`src/rtl/layer1_sched.sv`:
```
// Sequences one layer of weight-row reads through the shared neuron datapath; results emerge NRN_LAT+3 cycles after start, one per cycle.
// No backpressure: start is ignored while busy, abort cancels the run synchronously.
// Defining LAYER1_SCHED_SATCNT_EN adds a per-run counter of +/-127 results on sat_count.
module layer1_sched #(
    parameter int WIDTH_IN    = 8,
    parameter int NUM_NEURONS = 64,
    parameter int NRN_LAT     = 12,
    parameter int AW          = $clog2(NUM_NEURONS)
) (
    input  logic                clk,
    input  logic                rst_n,
    input  logic                start,
    input  logic                abort,
    input  logic [4:0]          alpha_cfg,
    output logic                busy,
    output logic                done,
    output logic                act_lock,
    output logic                wmem_rd_en,
    output logic [AW-1:0]       wmem_addr,
    input  logic [783:0]        wmem_rdata,
    output logic [783:0]        nrn_weights,
    output logic [4:0]          nrn_alpha,
    input  logic [WIDTH_IN-1:0] nrn_result,
    output logic                res_valid,
    output logic [AW-1:0]       res_idx,
    output logic [WIDTH_IN-1:0] res_data,
    output logic [AW:0]         sat_count
);

    localparam int DEPTH = NRN_LAT + 2;
    localparam logic [AW-1:0] LAST_IDX = AW'(NUM_NEURONS - 1);

    typedef enum logic [1:0] {IDLE, RUN, DRAIN, DONE} state_t;

    state_t                       state_q;
    logic                         rd_en_q;
    logic [AW-1:0]                addr_q;
    logic                         done_q;
    logic [4:0]                   alpha_q;
    logic                         rvalid_q;
    logic [783:0]                 weights_q;
    logic [DEPTH-2:0]             tag_vld_q;
    logic [DEPTH-2:0][AW-1:0]     tag_idx_q;
    logic                         res_vld_q;
    logic [AW-1:0]                res_idx_q;
    logic [WIDTH_IN-1:0]          res_data_q;
    logic                         start_acc;
    logic                         kill;

    assign start_acc = (state_q == IDLE) && start && !abort;
    assign kill      = (state_q != IDLE) && abort;

    always_ff @(posedge clk or negedge rst_n) begin
        if (!rst_n) begin
            state_q <= IDLE;
            rd_en_q <= 1'b0;
            addr_q  <= '0;
            done_q  <= 1'b0;
            alpha_q <= '0;
        end else begin
            done_q <= 1'b0;
            if (kill) begin
                state_q <= IDLE;
                rd_en_q <= 1'b0;
            end else begin
                case (state_q)
                    IDLE: begin
                        if (start_acc) begin
                            state_q <= RUN;
                            rd_en_q <= 1'b1;
                            addr_q  <= '0;
                            alpha_q <= alpha_cfg;
                        end
                    end
                    RUN: begin
                        if (addr_q == LAST_IDX) begin
                            state_q <= DRAIN;
                            rd_en_q <= 1'b0;
                        end else begin
                            addr_q <= addr_q + AW'(1);
                        end
                    end
                    DRAIN: begin
                        if (tag_vld_q == '0) begin
                            state_q <= DONE;
                            done_q  <= 1'b1;
                        end
                    end
                    default: state_q <= IDLE;
                endcase
            end
        end
    end

    // Stage 0 of the tag pipe is the issue register itself (rd_en_q/addr_q).
    always_ff @(posedge clk or negedge rst_n) begin
        if (!rst_n) begin
            tag_vld_q <= '0;
            tag_idx_q <= '0;
        end else if (kill) begin
            tag_vld_q <= '0;
        end else begin
            tag_vld_q <= {tag_vld_q[DEPTH-3:0], rd_en_q};
            tag_idx_q <= {tag_idx_q[DEPTH-3:0], addr_q};
        end
    end

    always_ff @(posedge clk or negedge rst_n) begin
        if (!rst_n) begin
            rvalid_q  <= 1'b0;
            weights_q <= '0;
        end else begin
            rvalid_q <= rd_en_q;
            if (rvalid_q) begin
                weights_q <= wmem_rdata;
            end
        end
    end

    always_ff @(posedge clk or negedge rst_n) begin
        if (!rst_n) begin
            res_vld_q  <= 1'b0;
            res_idx_q  <= '0;
            res_data_q <= '0;
        end else if (kill) begin
            res_vld_q <= 1'b0;
        end else begin
            res_vld_q <= tag_vld_q[DEPTH-2];
            if (tag_vld_q[DEPTH-2]) begin
                res_idx_q  <= tag_idx_q[DEPTH-2];
                res_data_q <= nrn_result;
            end
        end
    end

`ifdef LAYER1_SCHED_SATCNT_EN
    localparam logic [WIDTH_IN-1:0] SAT_POS = WIDTH_IN'(127);
    localparam logic [WIDTH_IN-1:0] SAT_NEG = WIDTH_IN'(-127);

    logic [AW:0] sat_q;

    always_ff @(posedge clk or negedge rst_n) begin
        if (!rst_n) begin
            sat_q <= '0;
        end else if (start_acc) begin
            sat_q <= '0;
        end else if (res_vld_q && (res_data_q == SAT_POS || res_data_q == SAT_NEG)
                     && sat_q != '1) begin
            sat_q <= sat_q + (AW+1)'(1);
        end
    end

    assign sat_count = sat_q;
`else
    assign sat_count = '0;
`endif

    assign busy        = (state_q != IDLE);
    assign act_lock    = busy;
    assign done        = done_q;
    assign wmem_rd_en  = rd_en_q;
    assign wmem_addr   = addr_q;
    assign nrn_weights = weights_q;
    assign nrn_alpha   = alpha_q;
    assign res_valid   = res_vld_q;
    assign res_idx     = res_idx_q;
    assign res_data    = res_data_q;

endmodule

```
`config.mk`:
```
export PLATFORM = sky130hd
export DESIGN_NAME = layer1_sched
export DESIGN_NICKNAME = d
export VERILOG_FILES = /design/src/rtl/layer1_sched.sv
export SDC_FILE = /design/constraint.sdc
export NUM_CORES = 1
export LEC_CHECK = 0
export BUFFER_PORTS_ARGS = -buffer_cell sky130_fd_sc_hd__buf_2
export CORE_AREA = 2 2 629 631
export CTS_BUF_LIST = sky130_fd_sc_hd__clkbuf_4 sky130_fd_sc_hd__clkbuf_8
export DETAILED_ROUTE_END_ITERATION = 7
export DIE_AREA = 0 0 631 633
export HOLD_SLACK_MARGIN = 0.12
export PLACE_DENSITY = 0.3
export SLEW_MARGIN = 20
export SYNTH_ARGS = -nofsm -noshare
export SYNTH_HDL_FRONTEND = slang
export SYNTH_SLANG_ARGS = --single-unit
```
`constraint.sdc`:
```
create_clock -name clk -period 2.5 [get_ports clk]
set_input_delay 0.125 -clock clk [delete_from_list [all_inputs] [get_ports clk]]
set_output_delay 0.125 -clock clk [all_outputs]
set_load 0.02 [all_outputs]
```
==> impl_metrics.ini, run 1 <==
[status]
status = complete, no violations

[pwr]
swShare_pct = 44.1
comb_power_share_pct = 47.2
power.share.sequential_pct = 31.2
p_int_w = 0.0463
max-vdd-ir-drop_mv = 0.540
pwr-share-clk_pct = 21.6
power_density_nw_per_um2 = 1190
p_leak_nw = 30.7
p_sw_w = 0.0365

[setup_path]
cp_max_fo = 15
worstRegToRegCells = 7
critPathCaptureType = flip-flop
cp-start-kind = flip-flop
r2r_end = res_data[6]
crit-reg2reg-launch = state_q[1]
crit_required_ns = 3.38
path_class = flip-flop to flip-flop
cp.arrival_ns = 3.20
r2r_slack_ns = 0.18

[clock_network]
tritoncts = built
clock_latency_ns = 1.01
path_clk_slew_ns = 0.06
h-tree-depth = 4
clkSinkCount = 906
cts_root_buf = clkbuf_8
cts_made_buffers = 196
cts_buffer_depth = 4

[place]
gp_routability_congestion = 0.894
port-buffer-count = 1614
hpwl_um = 234000

[grt]
grt.total_usage_pct = 13.3
overflow = 0
antenna_found_initial = 216
grt_first_pass_wirelength_um = 351000
grt_pass1_vias = 35097
grt_max_degree = 94

[layout]
fillers = 43641
drive_above_1_share_pct = 50.2
multi_input_area_um2 = 10400
seqCellArea_um2 = 22700
postLayoutCoreUtil_pct = 17.7
finalNetCount = 6326
area_delta_synth_final_pct = 106

[detailed_routing]
drc = 0
drtPass1Iterations = 5
viasPerCell = 2.99
detail-route-antenna-nets = 0
drtIter0Drc = 1246
wl_per_cell_um = 25.1
routed_wl_um = 276000
via_count = 32867

[floorplan]
num_rows = 230
dieArea_um2 = 399000
core_um2 = 392000
dieHeight_um = 633
initial_core_util_pct = 8.59
die_x_um = 631
ios = 1622

[sta]
finalHoldViolCount = 0
tns_ns = 0
worst_pin_slew_ns = 0.666
skew_ns = 0.0489
finalSetupViolations = 0
finalMaxSlewViolations = 0
rsz0062_at_grt = no
finalCriticalPeriod_ns = 2.32
period_share_pct = 92.8
max_freq_mhz = 431
relSlewSlack_pct = 55.6

[synthesis]
ys_seq_area_share_pct = 67.3
yosysTopAreaCellShare_pct = 67.3
synth.cell_area_um2 = 33700
ys.flop_type = dfrtp_1
synth_edf_count = 0
ys_warn_count = 0
ys_ff_latch = 906
synth_top_cell_by_area = dfrtp_1
syn_inst = 2132
synth.avg_cell_area_um2 = 15.8
yosysUniqueCellTypes = 36
synthArstFlopShare_pct = 100
synth_area_leaders = dfrtp_1, mux2_2, nand2_1, buf_2, and2_1

[min_path]
holdPathEnd = wmem_addr[0]
whs_path_depth = 5
hold_path_class = input pin to flip-flop
min_from = start

[flow_run]
maxCapViolations = 0
-- registers in the layout, indices dropped and copies added (netlist names) --
register,flops
res_data,8
state_q,2
res_idx,6
res_valid,1
tag_idx_q,78
wmem_rd_en,1
nrn_weights,784
done,1
tag_vld_q,13
rvalid_q,1
nrn_alpha,5
wmem_addr,6
-- cell usage in the layout, fill, tap and decap left out, types with 2 or more instances in the layout --
cell type / instances
nand2_1: 236
mux2_2: 803
inv_8: 2
dfrtp_1: 905
a21oi_1: 2
buf_2: 1613
clkinvlp_4: 6
bufinv_16: 3
buf_12: 30
nand3_1: 6
buf_4: 40
ha_1: 3
clkinv_2: 23
clkbuf_8: 244
o211ai_1: 2
mux2i_1: 2
dlygate4sd3_1: 1615
nor2_1: 5
inv_1: 8
clkbuf_4: 70
diode_2: 101
and2_1: 12
nor4_1: 2
o22a_1: 2
conb_1: 7
o21ai_0: 6
-- routing by layer --
layer | vias to the layer above | GRT usage, % | wire length, um
li1 | 14382 | - | -
met1 | 16479 | 15.3 | 107000
met2 | 1416 | 22.7 | 134000
met3 | 472 | 4.72 | 23100
met4 | 118 | 4.82 | 11500
met5 | - | 0 | 755
-- power groups by stage --
stage                     registers [W]  clock network (W)  logic (W)
after floorplan                  0.0334                  0     0.0106
after global placement           0.0260                  0     0.0379
after detailed placement         0.0261                  0     0.0381
after CTS                        0.0259             0.0188     0.0405
after global routing             0.0268             0.0194     0.0411
final                            0.0258             0.0179     0.0391
-- critical path, cell delays in order (launching register included) --
cell and delay [ns]:
dfrtp_1 0.39, inv_1 0.11, ha_2 0.24, inv_1 0.19
nand2_2 0.13, nand2_4 0.23, mux2_2 0.36, dlygate4sd3_1 0.56
-- cells in the mapped netlist (4+ instances only) --
library cell,number
dfrtp_1,906
mux2_2,803
nand2_1,237
buf_2,99
and2_1,12
buf_4,8
clkbuf_1,8
inv_1,8
nand3_1,6
nor2_1,6
o21ai_0,6
ha_1,4
-- stage by stage --
| stage | power [W] | area (um^2) | setup slack, ns | hold slack, ns | instances |
|---|---|---|---|---|---|
| final | 0.0828 | 69300 | 0.180 | 0.398 | 10994 |
| after global routing | 0.0873 | 69100 | 0.0103 | 0.273 | 10929 |
| after CTS | 0.0853 | 69000 | 0.0346 | 0.196 | 10893 |
| after detailed placement | 0.0642 | 48600 | 0.477 | 0.151 | 8927 |
| after global placement | 0.0639 | 48600 | 0.358 | 0.143 | 8927 |
| after floorplan | 0.0440 | 33700 | 0.666 | -0.171 | 2138 |
-- cell families after synthesis --
| logic type | after synthesis | share of synthesized area [%] |
|---|---|---|
| AO/OA/AOI/OAI | 22 | 0.528 |
| adder cells (fa/ha/maj) | 4 | 0.149 |
| multiplexers | 805 | 26.9 |
| AND/OR/NAND/NOR | 271 | 3.23 |
| buffers and inverters | 123 | 1.83 |
| other | 1 | 0.0111 |
| flip-flops | 906 | 67.3 |
-- repair_timing --
action                                   CTS  global route
endpoints found under the setup margin     2             8
hold buffers                            1616             0
endpoints found under the hold margin   1811             0
resized for setup                          1             1
buffers inserted                           0             0
cloned                                     0             0
-- cell type report --
cell class                 instances  share of cell area (%)
antenna                          101                   0.365
clock buffer                     314                    5.61
clock inverter                    36                   0.441
inverter                           8                  0.0433
multi-input combinational       1109                    15.0
sequential                       906                    32.7
tap                             5220                    9.43
timing repair buffer            3300                    36.3
-- worst max path at each step --
stage / from / to / slack [ns] / cells past startpoint
final: state_q[1] / res_data[6] / 0.18 / 7
after floorplan: state_q[1] / res_data[3] / 0.67 / 7
after CTS: state_q[0] / act_lock / 0.03 / 4
after detailed placement: state_q[1] / state_q[0] / 0.48 / 7
after global routing: state_q[0] / act_lock / 0.01 / 4
after global placement: state_q[0] / state_q[0] / 0.36 / 7
Note: power is estimated with default switching activity, not from simulation.
==> run 2: changes to the inputs <==
--- a/config.mk
+++ b/config.mk
@@ -7,7 +7,6 @@
 export LEC_CHECK = 0
 export BUFFER_PORTS_ARGS = -buffer_cell sky130_fd_sc_hd__buf_2
 export CORE_AREA = 2 2 629 631
-export CTS_BUF_LIST = sky130_fd_sc_hd__clkbuf_4 sky130_fd_sc_hd__clkbuf_8
 export DETAILED_ROUTE_END_ITERATION = 7
 export DIE_AREA = 0 0 631 633
 export HOLD_SLACK_MARGIN = 0.12
==> run 2 against run 1 <==
- worst setup slack worse by 0.067 ns
- routed wire length down 0.21%
- clock-buffer cell count down 125
- final cell count is 3.8% lower
- global-route usage is essentially flat
- utilization fell by 0.73 points
- cell area shrank 4.1%
- register-to-register slack worse by 0.07 ns
- sequential power about the same
==> impl_metrics.ini, run 2 (same netlist as run 1, synthesis figures left out) <==
[status]
status = complete, no violations

[sta]
fin_ws_ns = 0.113
rsz0062_at_grt = no
worst_pin_slew_ns = 0.670
finalCriticalPeriod_ns = 2.39
skew_ns = 0.0444
max_freq_mhz = 419
relSlewSlack_pct = 55.4
finalHoldViolCount = 0
finalMaxSlewViolations = 0
finalSetupViolations = 0
period_share_pct = 95.5
tns_ns = 0

[clock_network]
cts_resized = 0
post_cts_buffers = 0
clkSinkCount = 906
cts_hold_buf = 1316
path_clk_slew_ns = 0.06
tritoncts = built
cts_buffer_depth = 4
h-tree-depth = 4
cts_root_buf = clkbuf_16
clock_latency_ns = 0.81
cts_made_buffers = 135

[layout]
largest_reg_flops = 784
finalNetCount = 5965
final_common_cell = buf_2
fillers = 43648
layout_common_cells = buf_2, dlygate4sd3_1, dfrtp_1
drive_above_1_share_pct = 51.5
area_delta_synth_final_pct = 97.3

[pwr]
swShare_pct = 43.5
p_leak_nw = 29.3
power_density_nw_per_um2 = 1260
p_sw_w = 0.0364
pwr-share-clk_pct = 23.1
comb_power_share_pct = 46.1
power.share.sequential_pct = 30.9
max-vdd-ir-drop_mv = 0.579
p_int_w = 0.0473

[setup_path]
crit_required_ns = 3.19
path_class = flip-flop to flip-flop
cp-start-kind = flip-flop
cp_max_fo = 5
critPathCaptureType = flip-flop
cp.arrival_ns = 3.07

[grt]
antenna_found_initial = 216
grt_pass1_vias = 33209
grt_max_degree = 94
overflow = 0
grt_first_pass_wirelength_um = 348000
grt.total_usage_pct = 13.3

[min_path]
hold_path_class = input pin to flip-flop

[detailed_routing]
detail-route-antenna-nets = 0
drc = 0
wl_per_cell_um = 26.0
viasPerCell = 2.95
routed_wl_um = 275000
via_count = 31226
drtIter0Drc = 1343
drtPass1Iterations = 5

[place]
gp_routability_congestion = 0.894
hpwl_um = 234000
dp_slack_ns = 0.477
port-buffer-count = 1614

[floorplan]
dieHeight_um = 633
ios = 1622
die_x_um = 631
core_um2 = 392000
dieArea_um2 = 399000
num_rows = 230
initial_core_util_pct = 8.59

[flow_run]
maxCapViolations = 0
run 2: area by class of cell:
cell class	instances	area, um^2	area share [%]
well taps	5220	6530	9.83
flip-flops and latches	906	22700	34.1
repair buffers	3000	22200	33.4
inverters	8	30.0	0.0452
clock buffers	189	3900	5.88
diodes	102	255	0.384
multi-input cells	1109	10400	15.7
clock inverters	41	440	0.663
run 2: power by group through the flow:
stage	Sequential, W	Clock [W]	Combinational [W]
floorplan	0.0334	0	0.0106
global route	0.0268	0.0208	0.0406
detailed placement	0.0261	0	0.0381
global placement	0.0260	0	0.0379
finish	0.0258	0.0193	0.0386
CTS	0.0259	0.0203	0.0401
run 2: final timing paths:
check / from / end / slack [ns] / cells after the start
worst min-delay path: wmem_rdata[213] / nrn_weights[213] / 0.20 / 3
worst min register to register: tag_idx_q[20] / tag_idx_q[20] / 0.46 / 2
worst max register to register: state_q[1] / nrn_alpha[1] / 0.11 / 5
worst max-delay path: state_q[1] / nrn_alpha[1] / 0.11 / 5
min in group asynchronous: rst_n / nrn_weights[238] / 0.22 / 3
max in group asynchronous: rst_n / nrn_weights[251] / 1.57 / 3
run 2: metrics by stage:
| step | cells | util, % | total power (W) | area (um^2) | hold WS [ns] |
|---|---|---|---|---|---|
| after floorplan | 2138 | - | 0.0440 | 33700 | -0.171 |
| after global placement | 8927 | 12.4 | 0.0639 | 48600 | 0.143 |
| after detailed placement | 8927 | 12.4 | 0.0642 | 48600 | 0.151 |
| after CTS | 10473 | 16.9 | 0.0864 | 66200 | 0.121 |
| after global routing | 10511 | 16.9 | 0.0882 | 66300 | 0.153 |
| final | 10575 | 16.9 | 0.0837 | 66400 | 0.202 |
run 2: worst max-delay path, stage by stage (launching register included):
cell	delay, ns
dfrtp_1	0.41
inv_1	0.13
ha_1	0.34
nand3_1	0.42
mux2_2	0.41
dlygate4sd3_1	0.55
run 2: routing by layer:
layer | up-vias | wire, um | global-route usage (%)
met5 | - | 715 | 0
li1 | 13620 | - | -
met3 | 441 | 21800 | 4.27
met4 | 114 | 11200 | 4.86
met2 | 1335 | 134000 | 22.7
met1 | 15716 | 108000 | 15.4
==> run 3: changes to the inputs <==
--- a/config.mk
+++ b/config.mk
@@ -5,10 +5,11 @@
 export SDC_FILE = /design/constraint.sdc
 export NUM_CORES = 1
 export LEC_CHECK = 0
+export ABC_AREA = 1
 export BUFFER_PORTS_ARGS = -buffer_cell sky130_fd_sc_hd__buf_2
-export CORE_AREA = 2 2 629 631
+export CORE_AREA = 2 2 636 638
 export DETAILED_ROUTE_END_ITERATION = 7
-export DIE_AREA = 0 0 631 633
+export DIE_AREA = 0 0 638 640
 export HOLD_SLACK_MARGIN = 0.12
 export PLACE_DENSITY = 0.3
 export SLEW_MARGIN = 20
==> run 3 against run 2 <==
- synthesized cell count up 2.6%
- worst setup slack improved by 0.31 ns
- global-route usage rose by 0.83 points
- die area grew 2.2%
- sequential share of layout area about the same
- routed wire length rose by 8.4%
- flip-flop and latch count stayed put
- power fell by 0.68%
- clock power rose by 4%
- critical path depth grew 3
- cell area is 0.12% higher
- critical path type unchanged
==> impl_metrics.ini, run 3 <==
[pwr]
p_int_w = 0.0469
swShare_pct = 43.5
power_density_nw_per_um2 = 1250
pwr-share-clk_pct = 24.0
max-vdd-ir-drop_mv = 0.617
power.share.sequential_pct = 30.9
comb_power_share_pct = 45.0
p_sw_w = 0.0362
p_leak_nw = 29.2

[synthesis]
ys_seq_area_share_pct = 66.7
ys.flop_type = dfrtp_1
synth_top_cell_by_area = dfrtp_1
synth-simple-area-share_pct = 3.50
synth_area_leaders = dfrtp_1, mux2_2, nand2_1, buf_4, inv_1
synth.cell_area_um2 = 34000
synth_top_family_by_area = multiplexers
ys_ff_latch = 906
yosysUniqueCellTypes = 24
ys_warn_count = 0
synthAdderAreaFrac_pct = 0.147
yosysTopAreaCellShare_pct = 66.7
synthArstFlopShare_pct = 100
synth_edf_count = 0
syn_inst = 2187
muxShareOfSynthArea_pct = 26.1
synth_compound_area_share_pct = 0.571
synth_most_common_cell = dfrtp_1
synth.avg_cell_area_um2 = 15.5
synth-xor-area-share_pct = 0
synthTopCellsByCount = dfrtp_1, mux2_2, nand2_1, buf_4, inv_1

[layout]
finalNetCount = 5988
final_cell_area_um2 = 66500
drive_above_1_share_pct = 51.0
layout_common_cells = buf_2, dlygate4sd3_1, dfrtp_1
final_common_cell = buf_2
largest_reg_flops = 784
fillers = 44693
area_delta_synth_final_pct = 95.7

[floorplan]
die_x_um = 638
initial_core_util_pct = 8.47
dieArea_um2 = 408000
ios = 1622
core_um2 = 401000
num_rows = 233
dieHeight_um = 640

[place]
port-buffer-count = 1614
post_dp_cell_area_um2 = 48700
gp_routability_congestion = 0.846
hpwl_um = 258000

[setup_path]
cp_max_fo = 6
path_class = flip-flop to flip-flop
path_cells = inv_1, ha_1, nor2_4, inv_2, nand3_4, nand4_1, dlygate4sd3_1, nand2_1
crit_required_ns = 3.26
slowest_stage = dlygate4sd3_1
crit_path_start = state_q[0]
cp.arrival_ns = 2.85
cp-start-kind = flip-flop
critPathCaptureType = flip-flop
crit-reg2reg-launch = state_q[0]
worstRegToRegCells = 8
slowest_delay_ns = 0.58

[clock_network]
h-tree-depth = 4
clkSinkCount = 906
cts_made_buffers = 140
post_cts_buffers = 0
cts_buffer_depth = 4
cts_root_buf = clkbuf_16
path_clk_slew_ns = 0.06
clock_latency_ns = 0.83
tritoncts = built

[detailed_routing]
drtPass1Iterations = 5
routed_wl_um = 299000
drc = 0
drtIter0Drc = 1655
wl_per_cell_um = 27.9
detail-route-antenna-nets = 0
viasPerCell = 2.99
via_count = 32044

[grt]
grt_first_pass_wirelength_um = 372000
grt_max_degree = 99
overflow = 0
grt.total_usage_pct = 14.1
antenna_found_initial = 402
grt_pass1_vias = 32867

[sta]
relSlewSlack_pct = 59.1
skew_ns = 0.0279
period_share_pct = 83.2
finalCriticalPeriod_ns = 2.08
finalSetupViolations = 0
rsz0062_at_grt = no
finalMaxSlewViolations = 0
max_freq_mhz = 481
tns_ns = 0
worst_pin_slew_ns = 0.614
finalHoldViolCount = 0

[flow_run]
maxCapViolations = 0

[status]
status = complete, no violations

[min_path]
hold_path_class = input pin to async pin
==> run 3: layout make-up <==
class | instances | area [um^2] | area share (%)
clock inverter | 39 | 389 | 0.585
tap | 5287 | 6620 | 9.95
sequential | 906 | 22700 | 34.1
multi-input combinational | 1130 | 10300 | 15.6
antenna | 140 | 350 | 0.527
clock buffer | 206 | 4140 | 6.22
inverter | 39 | 146 | 0.220
timing repair buffer | 2966 | 21900 | 32.9
==> run 3: kinds of logic (layout without fill, tap and decap cells) <==
logic type               after synthesis  after routing
multiplexers                         789            789
buffers and inverters                157           3250
AO/OA/AOI/OAI                         35             35
adder cells (fa/ha/maj)                4              4
other                                  1            147
AND/OR/NAND/NOR                      295            295
flip-flops                           906            906
==> run 3: critical path, delay by kind of cell (launching register included) <==
family,cells,cell delay [ns]
adder cells (fa/ha/maj),1,0.30
flip-flops,1,0.37
buffers and inverters,3,0.78
AND/OR/NAND/NOR,4,0.57
==> run 3: worst paths after layout <==
| check | slack (ns) | endpoint |
|---|---|---|
| hold / removal | 0.18 | nrn_weights[58] |
| max in group asynchronous | 1.73 | nrn_weights[443] |
| setup / recovery | 0.42 | state_q[0] |
| min in group clk | 0.19 | nrn_weights[376] |
| setup reg to reg | 0.42 | state_q[0] |
| hold reg to reg | 0.46 | tag_idx_q[59] |
==> run 3: through the flow <==
stage | hold slack, ns | worst slack (ns) | std cells | power (W) | util (%)
final | 0.181 | 0.420 | 10713 | 0.0831 | 16.6
after CTS | 0.121 | 0.300 | 10573 | 0.0862 | 16.5
after global placement | 0.154 | 0.593 | 9041 | 0.0628 | 12.1
after global routing | 0.141 | 0.285 | 10639 | 0.0876 | 16.5
after detailed placement | 0.155 | 0.560 | 9041 | 0.0631 | 12.1
after floorplan | -0.171 | 0.975 | 2193 | 0.0436 | -
==> run 3: routing by layer <==
metal	vias up	routed length [um]	GRT usage (%)
li1	13745	-	-
met1	15952	118000	16.5
met2	1494	141000	23.6
met3	633	28700	5.87
met4	220	9520	3.78
met5	-	1400	0
==> run 3: power by group through the flow <==
| stage | Clock [W] | Sequential [W] | Combinational (W) |
|---|---|---|---|
| CTS | 0.0210 | 0.0258 | 0.0394 |
| finish | 0.0200 | 0.0257 | 0.0374 |
| detailed placement | 0 | 0.0260 | 0.0371 |
| global placement | 0 | 0.0259 | 0.0369 |
| global route | 0.0215 | 0.0267 | 0.0395 |
| floorplan | 0 | 0.0334 | 0.0101 |
==> run 3: timing repair <==
item                      in CTS  in global routing
resized for setup              0                  0
hold endpoints to repair    1752                  0
hold buffers                1287                  0
